## config.mk

```make
export PLATFORM = sky130hd
export DESIGN_NAME = des_key_sched_enc
export DESIGN_NICKNAME = d
export VERILOG_FILES = /design/src/rtl/des_key_sched_enc.sv
export SDC_FILE = /design/constraint.sdc
export NUM_CORES = 1
export LEC_CHECK = 0
export CAP_MARGIN = 20
export CORE_UTILIZATION = 45
export DETAILED_ROUTE_END_ITERATION = 6
export MAX_ROUTING_LAYER = met4
export PLACE_DENSITY = 0.79
export SYNTH_ARGS = -nofsm -noshare
export SYNTH_HDL_FRONTEND = slang
export SYNTH_SLANG_ARGS = --single-unit
export TNS_END_PERCENT = 5
```

## constraint.sdc

```tcl
create_clock -name clk -period 4.3 [get_ports clk]
set_input_delay 0.43 -clock clk [delete_from_list [all_inputs] [get_ports clk]]
set_output_delay 0.43 -clock clk [all_outputs]
set_load 0.02 [all_outputs]
```

## src/rtl/des_key_sched_enc.sv

```systemverilog
// des_key_sched_enc: iterative DES encryption key schedule, emitting K1..K16 over a valid/ready stream
module des_key_sched_enc #(
    parameter bit PARITY_CHECK = 1'b0
) (
    input  logic        clk,
    input  logic        nrst,
    input  logic [63:0] key_in,
    input  logic        key_load,
    output logic        busy,
    output logic        sk_valid,
    input  logic        sk_ready,
    output logic [47:0] sk_data,
    output logic [3:0]  sk_round,
    output logic        sk_last,
    output logic        parity_err
);
    typedef enum logic {IDLE, RUN} state_t;
    localparam int PC1 [56] = '{
        57, 49, 41, 33, 25, 17,  9,
         1, 58, 50, 42, 34, 26, 18,
        10,  2, 59, 51, 43, 35, 27,
        19, 11,  3, 60, 52, 44, 36,
        63, 55, 47, 39, 31, 23, 15,
         7, 62, 54, 46, 38, 30, 22,
        14,  6, 61, 53, 45, 37, 29,
        21, 13,  5, 28, 20, 12,  4
    };
    localparam int PC2 [48] = '{
        14, 17, 11, 24,  1,  5,
         3, 28, 15,  6, 21, 10,
        23, 19, 12,  4, 26,  8,
        16,  7, 27, 20, 13,  2,
        41, 52, 31, 37, 47, 55,
        30, 40, 51, 45, 33, 48,
        44, 49, 39, 56, 34, 53,
        46, 42, 50, 36, 29, 32
    };
    state_t      state, state_nxt;
    logic [27:0] c, d, c_nxt, d_nxt;
    logic [3:0]  round, round_nxt, round_inc;
    logic        parity_nxt;
    logic [55:0] pc1_out, cd;
    logic [7:0]  byte_even;
    logic        xfer, two_step;
    function automatic logic [27:0] rol(input logic [27:0] x, input logic two);
        return two ? {x[25:0], x[27:26]} : {x[26:0], x[27]};
    endfunction
    assign cd = {c, d};
    for (genvar i = 0; i < 56; i++) begin : g_pc1
        assign pc1_out[55-i] = key_in[64-PC1[i]];
    end
    for (genvar i = 0; i < 48; i++) begin : g_pc2
        assign sk_data[47-i] = cd[56-PC2[i]];
    end
    for (genvar i = 0; i < 8; i++) begin : g_par
        assign byte_even[i] = ~^key_in[8*i +: 8];
    end
    assign round_inc  = round + 4'd1;
    assign two_step   = !(round_inc == 4'd0 || round_inc == 4'd1 || round_inc == 4'd8 || round_inc == 4'd15);
    assign busy       = state == RUN;
    assign sk_valid   = busy;
    assign xfer       = busy && sk_ready;
    assign sk_round   = round;
    assign sk_last    = sk_valid && round == 4'd15;
    // next state: load from IDLE applies PC-1 plus the K1 shift; each non-final transfer advances one round
    always_comb begin
        state_nxt  = state;
        c_nxt      = c;
        d_nxt      = d;
        round_nxt  = round;
        parity_nxt = parity_err;
        if (state == IDLE && key_load) begin
            state_nxt  = RUN;
            c_nxt      = rol(pc1_out[55:28], 1'b0);
            d_nxt      = rol(pc1_out[27:0], 1'b0);
            round_nxt  = 4'd0;
            parity_nxt = PARITY_CHECK && (|byte_even);
        end else if (xfer && round == 4'd15) begin
            state_nxt  = IDLE;
        end else if (xfer) begin
            round_nxt  = round_inc;
            c_nxt      = rol(c, two_step);
            d_nxt      = rol(d, two_step);
        end
    end
    // state registers with asynchronous clear
    always_ff @(posedge clk or negedge nrst) begin
        if (!nrst) begin
            state      <= IDLE;
            c          <= '0;
            d          <= '0;
            round      <= '0;
            parity_err <= 1'b0;
        end else begin
            state      <= state_nxt;
            c          <= c_nxt;
            d          <= d_nxt;
            round      <= round_nxt;
            parity_err <= parity_nxt;
        end
    end
endmodule

```

# Word level (Yosys, flattened, before mapping)
# Index checks and enable logic that the tools add are counted.
# classes
n_bitwise	1
eq_ne	5
muxes	13
n_addsub	1
n_reduce_logical	11
# op_table
operator	count
$mux W28	8
$eq A4 B4 Y1 const B	3
$mux W4	3
$add A4 B1 Y4 const B	1
$eq A4 B1 Y1 const B	1
$logic_and A1 B1 Y1	4
$logic_not A4 Y1	1
$reduce_bool A2 Y1	2
$logic_or A1 B1 Y1	3
$mux W1	2
$ne A2 B2 Y1 const B	1
$reduce_and A2 Y1	1
$not A1 Y1	1
# word_totals
register_bits	61

# Longest topological paths before layout
# Gate-level depths: netlist of run 1.
# logic_depth
depth_word	9
depth_mapped	8
mapped_depth_nobuf	6

# Worst setup path before layout of run 1
# Ideal clock, no wire load.
# synth_timing
path_type	register -> register
startpoint	register round[0], in the netlist sk_round[0]
endpoint	register d[19]
path_buffers	2
t_arrival_ns	1.743
setup_time_ns	0.132
period_less_slack_ns	1.875
path_slack_ns	2.425
required_ns	4.168
path_stages_with_launch	9
cell_sequence	dfrtp_1 -> inv_1 -> ha_1 -> a21o_1 -> a21oi_1 -> and2_1 -> buf_6 -> buf_6 -> o211ai_2
# synth_between
elab_chain_len	9
# synth_rtl
element	line_no	source
start, declared	40	logic [3:0] round, round_nxt, round_inc;
start signal, assigned	98	round <= round_nxt;
$add A4 B1 Y4	58	assign round_inc = round + 4'd1;
$eq A4 B1 Y1 / $logic_not A4 Y1 (equally long branches)	59	assign two_step = !(round_inc == 4'd0 || round_inc == 4'd1 || round_inc == 4'd8 || round_inc == 4'd15);
$logic_or A1 B1 Y1 (3 in a row)	59	
$mux W28	46	return two ? {x[25:0], x[27:26]} : {x[26:0], x[27]};
$mux W28	80	end else if (xfer) begin
$mux W28	78	end else if (xfer && round == 4'd15) begin
$mux W28	72	if (state == IDLE && key_load) begin
end signal, assigned	97	d <= d_nxt;
end, declared	39	logic [27:0] c, d, c_nxt, d_nxt;
# Several ways; a longest one is shown, not always the timed one. The select of a mux whose other input is x is not followed.
# A chain may end at the register's enable or synchronous reset.

# Final worst setup path of run 1
# layout_timing
startpoint	register round[0], in the netlist sk_round[0]
endpoint	output sk_last
# layout_between
elab_chain_len	2
# layout_rtl
element	line_no	source
$eq A4 B4 Y1	64	assign sk_last = sk_valid && round == 4'd15;
$logic_and A1 B1 Y1	64	
end, declared	14	output logic sk_last,
# Every way passes these cells.

==> run summary, run 1 <==
CTS tree -> done
Switching Share -> 45.6%
post-layout util -> 57.0%
internal power -> 2.20 mW
worst rel slew slack -> 31.2%
Setup Skew -> 5.96 ps
clk sinks -> 61
Initial Util -> 46.3%
Remaining DRCs -> 0
sequential power share -> 29.2%
Synth async-reset ratio -> 100%
routed length per instance -> 16.4 µm
power share of the combinational group -> 57.6%
layout cells sized above 1 -> 14.3%
Netlist cell types -> 32
P_sw -> 1.84 mW
Synth warnings -> 0
Post-synth EDFFs -> 0
register area share after synthesis -> 35.7%
routed vias -> 3722
CP Data Arrival Time -> 2120 ps
footprint of the multi-input gates -> 2140 µm²
Final Cell Area -> 5260 µm²
Design Power -> 4.04 mW
area delta synth->final -> 23.1%
Site Rows -> 35
Mapped Avg Cell Area -> 9.06 µm²
CTS H-tree lvls -> 3
Area after DPL -> 5050 µm²
Net Count, Synth -> 543
die area -> 9890 µm²
Hold Worst Slack -> 138 ps
Fill cells -> 818
final net count -> 577
R2R depth -> 7
Primary FF master, synth -> dfrtp_1
fin crit share -> 59.4%
Worst-path clk slew -> 70 ps
First-pass DRT Iterations -> 4
RSZ-0062 raised after global routing -> false
Yosys top cell by area -> dfrtp_1
Synth area leaders -> dfrtp_1 (36%), o211ai_2 (12%), a2bb2oi_1 (11%)
die extent in y -> 99.5 µm
vias in the first global route -> 3562
cells after synthesis -> 472
startpoint types -> flip-flop
Synth Register Bits -> 61
Final setup viols -> 0
Peak Freq -> 392 MHz
status -> finished, final reports clean
LEAKAGE -> 2.13 nW
Worst Setup End Kind -> primary output
Min-Delay Path Class -> in -> async
Mapped Area -> 4280 µm²
CP required -> 3870 ps
io pins -> 124
Worst-Margin Slew -> 1030 ps
gr usage total -> 22.7%
Final Max Tran Viols -> 0
Post-DP HPWL -> 6.61 mm
Worst-Skew Late Latency -> 330 ps
peak supply drop -> 548 µV
CTS Buf Count -> 9
DR iter-0 viols -> 180
Synth top cells by count -> nand2_1 (114), dfrtp_1 (61), a2bb2oi_1 (56), nand4_1 (56), buf_4 (51)
largest net degree at the start of global routing -> 114
first-pass GRT wire length -> 17.5 mm
CORE AREA -> 9240 µm²
grt total ovfl -> 0
CTS max path bufs -> 2
Die W -> 99.5 µm
clock network fraction of design power -> 13.2%
setup_tns -> 0 ps
CP Class -> reg -> out
Clock Tree Root -> clkbuf_8
Yosys top cell area share -> 35.7%
FF+latch area -> 1530 µm²
Antenna diodes -> 0
worst-path fanout max -> 7
DR vias/cell -> 5.82
antenna violation net count after detailed routing -> 0
drt total wl -> 10.5 mm
CTS-repair resized insts -> 0
final hold violation count -> 0
most common cell in the synthesized netlist -> nand2_1
RePlAce Congestion -> 0.811
Power Dens Cells -> 768 nW/µm²
Tmin final -> 2550 ps
IO Port Bufs -> 114
setup bufs post-CTS -> 0
cts hold-fix bufs -> 0
MaxCap Viol Count -> 0
antenna violations before repair -> 0
==> stage by stage <==
step	worst slack, ps	std cells
after global placement	1770	623
after CTS	1730	640
after global routing	1620	640
after detailed placement	1740	624
after floorplan	2420	472
final	1750	640
==> routing by layer <==
layer / global-route usage, % / routed length [µm] / up-vias
met4: 6.79 / 70 / 0
met2: 35.9 / 5020 / 128
met5: - / 0 / -
li1: - / - / 1760
met1: 29.6 / 4850 / 1828
met3: 4.15 / 572 / 6
==> cell families after synthesis <==
group | Yosys count | share of synthesized area [%]
AND/OR/NAND/NOR | 184 | 20.3
XOR/XNOR | 1 | 0.205
other | 1 | 0.0877
AO/OA/AOI/OAI | 120 | 27.5
multiplexers | 1 | 0.234
buffers and inverters | 101 | 15.0
flip-flops | 61 | 35.7
adder cells (fa/ha/maj) | 3 | 0.878
==> sequential cells by signal, indices dropped and copies added (netlist names) <==
| register | cells |
|---|---|
| c | 28 |
| d | 28 |
| sk_round | 4 |
| busy | 1 |
==> layout make-up <==
| type | count | share of cell area [%] |
|---|---|---|
| clock inverter | 5 | 1.12 |
| sequential | 61 | 29.0 |
| multi-input combinational | 310 | 40.6 |
| timing repair buffer | 122 | 23.2 |
| tap | 129 | 3.07 |
| inverter | 2 | 0.143 |
| clock buffer | 11 | 2.88 |
==> worst max-delay path: stages (launching register included) <==
cell	delay [ps]
dfrtp_1	490
ha_1	320
and3_4	260
and2_1	130
clkdlybuf4s50_1	590
==> layout by cell type, fill, tap and decap left out, drive strengths merged, types with 2 or more instances in the layout <==
cell type,netlist,routed
nand2,114,114
clkdlybuf4s50,0,113
dfrtp,61,61
o211ai,57,57
nand4,56,56
a2bb2oi,56,56
clkbuf,13,11
buf,86,9
nor2,4,4
ha,3,3
inv,2,2
a31oi,2,2
nor3,2,2
clkinvlp,0,2
and2,2,2
clkinv,0,2
==> worst paths after layout <==
check	start	endpoint	slack, ps
setup / recovery	sk_round[0]	sk_last	1750
hold / removal	nrst	c[12]	140
setup reg to reg	sk_round[0]	c[4]	1770
hold reg to reg	c[10]	c[11]	570
max in group asynchronous	nrst	c[4]	3260
min in group clk	c[10]	c[11]	570
==> power groups by stage <==
| stage | Clock, mW | Sequential (mW) | Combinational, mW |
|---|---|---|---|
| floorplan | 0 | 1.11 | 1.92 |
| finish | 0.534 | 1.18 | 2.33 |
| CTS | 0.549 | 1.18 | 2.34 |
| global placement | 0 | 1.17 | 2.27 |
| global route | 0.579 | 1.23 | 2.51 |
| detailed placement | 0 | 1.18 | 2.34 |
Note: power is estimated with default switching activity, not from simulation.
==> run 2, diff against run 1 <==
Settings changed: CORE_UTILIZATION 45 to 44, PLACE_DENSITY 0.79 to 0.81.
Clock period 4.3 ns to 2.13 ns, I/O delays scaled along.
==> run summary, run 2 (synthesis gave the netlist of run 1 again) <==
status -> finished, final reports clean
die extent in y -> 101 µm (+1.1%)
fin crit share -> 94.1%
final worst setup slack -> 126 ps (-1620 ps)
CORE AREA -> 9330 µm² (+0.95%)
DR iter-0 viols -> 159 (-12%)
vias in the first global route -> 3721 (+4.5%)
io pins -> 124 (unchanged)
final net count -> 598 (+3.6%)
Clock Tree Root -> clkbuf_8
Setup Skew -> 11.0 ps (+5.02 ps)
Remaining DRCs -> 0 (unchanged)
DR vias/cell -> 5.90 (+1.5%)
die area -> 10100 µm² (+2.2%)
CP required -> 2340 ps (-1530 ps)
Worst-Skew Late Latency -> 340 ps (about the same)
Antenna diodes -> 0 (unchanged)
Fill cells -> 812 (-0.73%)
First-pass DRT Iterations -> 5 (+1)
Final setup viols -> 0 (unchanged)
pre-CTS WS -> -169 ps (-1910 ps)
MaxCap Viol Count -> 0 (unchanged)
CTS H-tree lvls -> 3 (unchanged)
Final Max Tran Viols -> 0 (unchanged)
first-pass GRT wire length -> 18.2 mm (+4.3%)
number of cells after detailed placement -> 636 (+1.9%)
non-filler cells, final -> 661 (+3.3%)
grt total ovfl -> 0 (unchanged)
R2R depth -> 8 (+1)
CTS tree -> done
gr usage total -> 23.3% (+0.67 points)
drt total wl -> 11.4 mm (+8.1%)
Min-Delay Path Class -> in -> async
IO Port Bufs -> 114 (unchanged)
most frequent cells in the layout -> nand2_1 (114), clkdlybuf4s50_1 (112), dfrtp_1 (61)
peak supply drop -> 773 µV (+41%)
routed length per instance -> 17.2 µm (+4.7%)
Peak Freq -> 499 MHz
RSZ-0062 raised after global routing -> false
Post-DP HPWL -> 7.18 mm (+8.7%)
RePlAce Congestion -> 0.771 (-5.0%)
most common cell after layout, fill and taps aside -> nand2_1
area delta synth->final -> 29.4%
layout cells sized above 1 -> 17.5% (+3.2 points)
routed vias -> 3900 (+4.8%)
Die W -> 101 µm (+1.1%)
CP Data Arrival Time -> 2210 ps (+90 ps)
startpoint types -> flip-flop
Worst-Margin Slew -> 597 ps (-434 ps)
Worst-path clk slew -> 70 ps (about the same)
Final Cell Area -> 5530 µm² (+5.1%)
largest net degree at the start of global routing -> 87 (-24%)
Initial Util -> 45.8% (-0.43 points)
final hold violation count -> 0 (unchanged)
LEAKAGE -> 2.26 nW (+6.2%)
Design Power -> 8.70 mW (+120%)
CTS Buf Count -> 9 (unchanged)
worst-path fanout max -> 43 (+36)
FF+latch area -> 1530 µm² (unchanged)
Site Rows -> 35 (unchanged)
CP Class -> reg -> reg
worst rel slew slack -> 60.2% (+29 points)
Worst Setup End Kind -> flip-flop
CTS max path bufs -> 2 (unchanged)
antenna violations before repair -> 0 (unchanged)
Power Dens Cells -> 1570 nW/µm² (+100%)
antenna violation net count after detailed routing -> 0 (unchanged)
clk sinks -> 61 (unchanged)
post-layout util -> 59.3% (+2.4 points)
footprint of the multi-input gates -> 2170 µm² (+1.7%)
Tmin final -> 2000 ps
Area after DPL -> 5180 µm² (+2.5%)
==> run 2: cell count changes in the layout (fill, tap and decap cells not counted), sizes merged <==
cell | previous run | this run
bufinv | 1 | 2
a21oi | 1 | 2
clkdlybuf4s50 | 113 | 112
buf | 9 | 26
clkbuf | 11 | 15
clkinvlp | 2 | 1
clkinv | 2 | 1
dlygate4sd3 | 0 | 1
==> run 2: worst paths after layout <==
path	startpoint	to	slack [ps]
max in group asynchronous	nrst	d[13]	990
hold / removal	nrst	c[11]	410
hold reg to reg	c[10]	c[11]	560
setup / recovery	sk_round[0]	d[16]	130
min in group clk	key_in[10]	d[19]	480
setup reg to reg	sk_round[0]	d[16]	130
==> run 2: critical path: stages, from the launching register on <==
cell	delay [ps]
dfrtp_1	380
buf_4	170
ha_4	200
buf_4	150
and3_4	160
nor2_4	190
buf_12	240
a2bb2oi_1	250
o211ai_2	100
==> run 2: stage by stage <==
stage / hold WS, ps / TNS [ps]
after floorplan: -82.6 / 0
after global placement: 239 / -2410
after detailed placement: 250 / -7250
after CTS: 423 / -12.6
after global routing: 431 / 0
final: 407 / 0
==> run 2: area by class of cell <==
class,count,area share [%]
Clock buffer,12,2.44
Clock inverter,4,1.31
Inverter,2,0.136
Multi-Input combinational cell,311,39.3
Sequential cell,61,27.6
Tap cell,129,2.92
Timing Repair Buffer,142,26.3
==> run 2: metal layers <==
metal  wire length (µm)  global-route usage (%)  part of all wire [%]  vias to the layer above
met5                  0                       -                     0                        -
met4                176                    7.69                   1.5                        0
met3                662                    4.58                   5.8                       17
met2               5570                    36.5                    49                      149
met1               4950                    30.3                    44                     1935
li1                   -                       -                     -                     1799
==> run 2: what timing repair did <==
item / 4_1_cts / 5_1_grt
gates cloned: 1 / 2
resized for setup: 5 / 3
endpoints found under the hold margin: 24 / 0
pin swaps: 1 / 2
hold buffers: 1 / 0
buffers inserted: 0 / 5
endpoints found under the setup margin: 57 / 57
==> run 2: where the power goes <==
part           switching [mW]  internal (mW)  leakage (nW)
sequential              0.616           1.72         0.801
clock                   0.458          0.659         0.101
combinational            2.79           2.46          1.36
total                    3.86           4.84          2.26
==> run 3, diff against run 2 <==
Settings changed: MAX_ROUTING_LAYER met4 to not set.
==> run summary, run 3 (synthesis gave the netlist of run 1 again) <==
most frequent cells in the layout -> nand2_1 (114), clkdlybuf4s50_1 (112), dfrtp_1 (61)
Power Dens Cells -> 1570 nW/µm² (about the same)
vias in the first global route -> 3739 (+0.48%)
CTS tree -> done
Design Power -> 8.70 mW (about the same)
critical-path cell list -> buf_4 > ha_4 > buf_4 > and3_4 > nor2_4 > buf_12 > a2bb2oi_1 > o211ai_2
Worst-Skew Late Latency -> 340 ps (about the same)
peak supply drop -> 775 µV (+0.20%)
DR vias/cell -> 5.85 (-0.85%)
CTS H-tree lvls -> 3 (unchanged)
gr usage total -> 22.6% (-0.68 points)
CP top delay family -> buffers and inverters
routed length per instance -> 17.2 µm (about the same)
cell mode on critical path -> buf_4
Hold Worst Slack -> 412 ps (+4.75 ps)
DR iter-0 viols -> 181 (+14%)
delay of the slowest critical-path stage -> 380 ps (about the same)
R2R depth -> 8 (unchanged)
CP Class -> reg -> reg
Remaining DRCs -> 0 (unchanged)
sequential power share -> 26.9% (about the same)
Reg2Reg Setup Slack -> 130 ps (about the same)
Setup Skew -> 10.4 ps (-0.572 ps)
status -> finished, final reports clean
Worst path depth -> 8 (unchanged)
routed vias -> 3867 (-0.85%)
Die W -> 101 µm (unchanged)
first-pass GRT wire length -> 18.2 mm (-0.23%)
Site Rows -> 35 (unchanged)
drt total wl -> 11.4 mm (about the same)
Initial Util -> 45.8% (unchanged)
RePlAce Congestion -> 0.761 (-1.3%)
die area -> 10100 µm² (unchanged)
Min-Delay Path Class -> in -> async
final hold violation count -> 0 (unchanged)
startpoint types -> flip-flop
internal power -> 4.84 mW (about the same)
antenna violation net count after detailed routing -> 0 (unchanged)
grt total ovfl -> 0 (unchanged)
MaxCap Viol Count -> 0 (unchanged)
worst-path fanout max -> 43 (unchanged)
CP required -> 2340 ps (about the same)
most common cell after layout, fill and taps aside -> nand2_1
Clock Tree Root -> clkbuf_8
die extent in y -> 101 µm (unchanged)
clock network fraction of design power -> 12.8% (about the same)
CTS Buf Count -> 9 (unchanged)
Worst Setup End Kind -> flip-flop
LEAKAGE -> 2.26 nW (unchanged)
Final setup viols -> 0 (unchanged)
layout cells sized above 1 -> 17.5% (unchanged)
Tmin final -> 2000 ps (-4.52 ps)
Post-DP HPWL -> 7.18 mm (unchanged)
clk sinks -> 61 (unchanged)
Worst-path clk slew -> 70 ps (about the same)
Peak Freq -> 500 MHz (+0.23%)
number of cells after detailed placement -> 636 (unchanged)
Antenna diodes -> 0 (unchanged)
IO Port Bufs -> 114 (unchanged)
P_sw -> 3.87 mW (about the same)
fin crit share -> 93.9% (-0.21 points)
CORE AREA -> 9330 µm² (unchanged)
Bufs and invs on worst path -> 3 (unchanged)
Critical-path top delay cell -> dfrtp_1
io pins -> 124 (unchanged)
Switching Share -> 44.4% (about the same)
area delta synth->final -> 29.4% (unchanged)
Final Max Tran Viols -> 0 (unchanged)
largest net degree at the start of global routing -> 87 (unchanged)
setup_tns -> 0 ps (unchanged)
CP Data Arrival Time -> 2210 ps (about the same)
worst rel slew slack -> 60.0% (-0.20 points)
antenna violations before repair -> 0 (unchanged)
power share of the combinational group -> 60.3% (about the same)
RSZ-0062 raised after global routing -> false
final net count -> 598 (unchanged)
First-pass DRT Iterations -> 4 (-1)
Worst-Margin Slew -> 600 ps (+2.95 ps)
non-filler cells, final -> 661 (unchanged)
CTS max path bufs -> 2 (unchanged)
[run 3: cell counts in the layout (fill, tap and decap cells not counted)]
No cell type changed its count.
[run 3: path summary, 6_finish.rpt]
path                              from    end
setup / recovery           sk_round[0]  d[16]
hold / removal                    nrst  c[11]
setup reg to reg           sk_round[0]  d[16]
hold reg to reg                  c[10]  c[11]
max in group asynchronous         nrst  d[13]
min in group clk            key_in[10]  d[19]
[run 3: power groups by stage]
| stage | combinational, mW | clock (mW) | sequential [mW] |
|---|---|---|---|
| 2_1_floorplan | 3.87 | 0 | 2.23 |
| 6_report | 5.25 | 1.11 | 2.34 |
| 3_5_place_dp | 4.99 | 0 | 2.33 |
| 4_1_cts | 5.09 | 1.13 | 2.33 |
| 3_3_place_gp | 4.83 | 0 | 2.31 |
| 5_1_grt | 5.63 | 1.20 | 2.43 |
[run 3: cell type report]
type,count,area [µm²]
timing repair buffer,142,1460
inverter,2,7.51
clock buffer,12,135
multi-input combinational,311,2170
fill,812,3790
tap,129,161
sequential,61,1530
clock inverter,4,72.6
[run 3: routing by layer]
metal	global-route usage (%)	wire length, µm	vias up
li1	-	-	1796
met3	3.47	513	21
met2	36.6	5570	118
met4	10.0	224	0
met1	30.1	5070	1932
met5	0	0	-
[run 3: repair_timing]
| item | in CTS | in global routing |
|---|---|---|
| cloned | 1 | 2 |
| pin swaps | 1 | 2 |
| endpoints found under the setup margin | 57 | 57 |
| setup buffers | 0 | 5 |
| hold buffers | 1 | 0 |
| gates resized for setup | 5 | 3 |
| hold endpoints to repair | 24 | 0 |
[run 3: through the flow]
stage / worst slack (ps) / cell area, µm² / utilization [%]
CTS: -12.6 / 5430 / 58.3
detailed placement: -169 / 5180 / 55.5
floorplan: 255 / 4280 / -
global route: 34.2 / 5530 / 59.3
finish: 130 / 5530 / 59.3
global placement: -62.0 / 5180 / 55.5
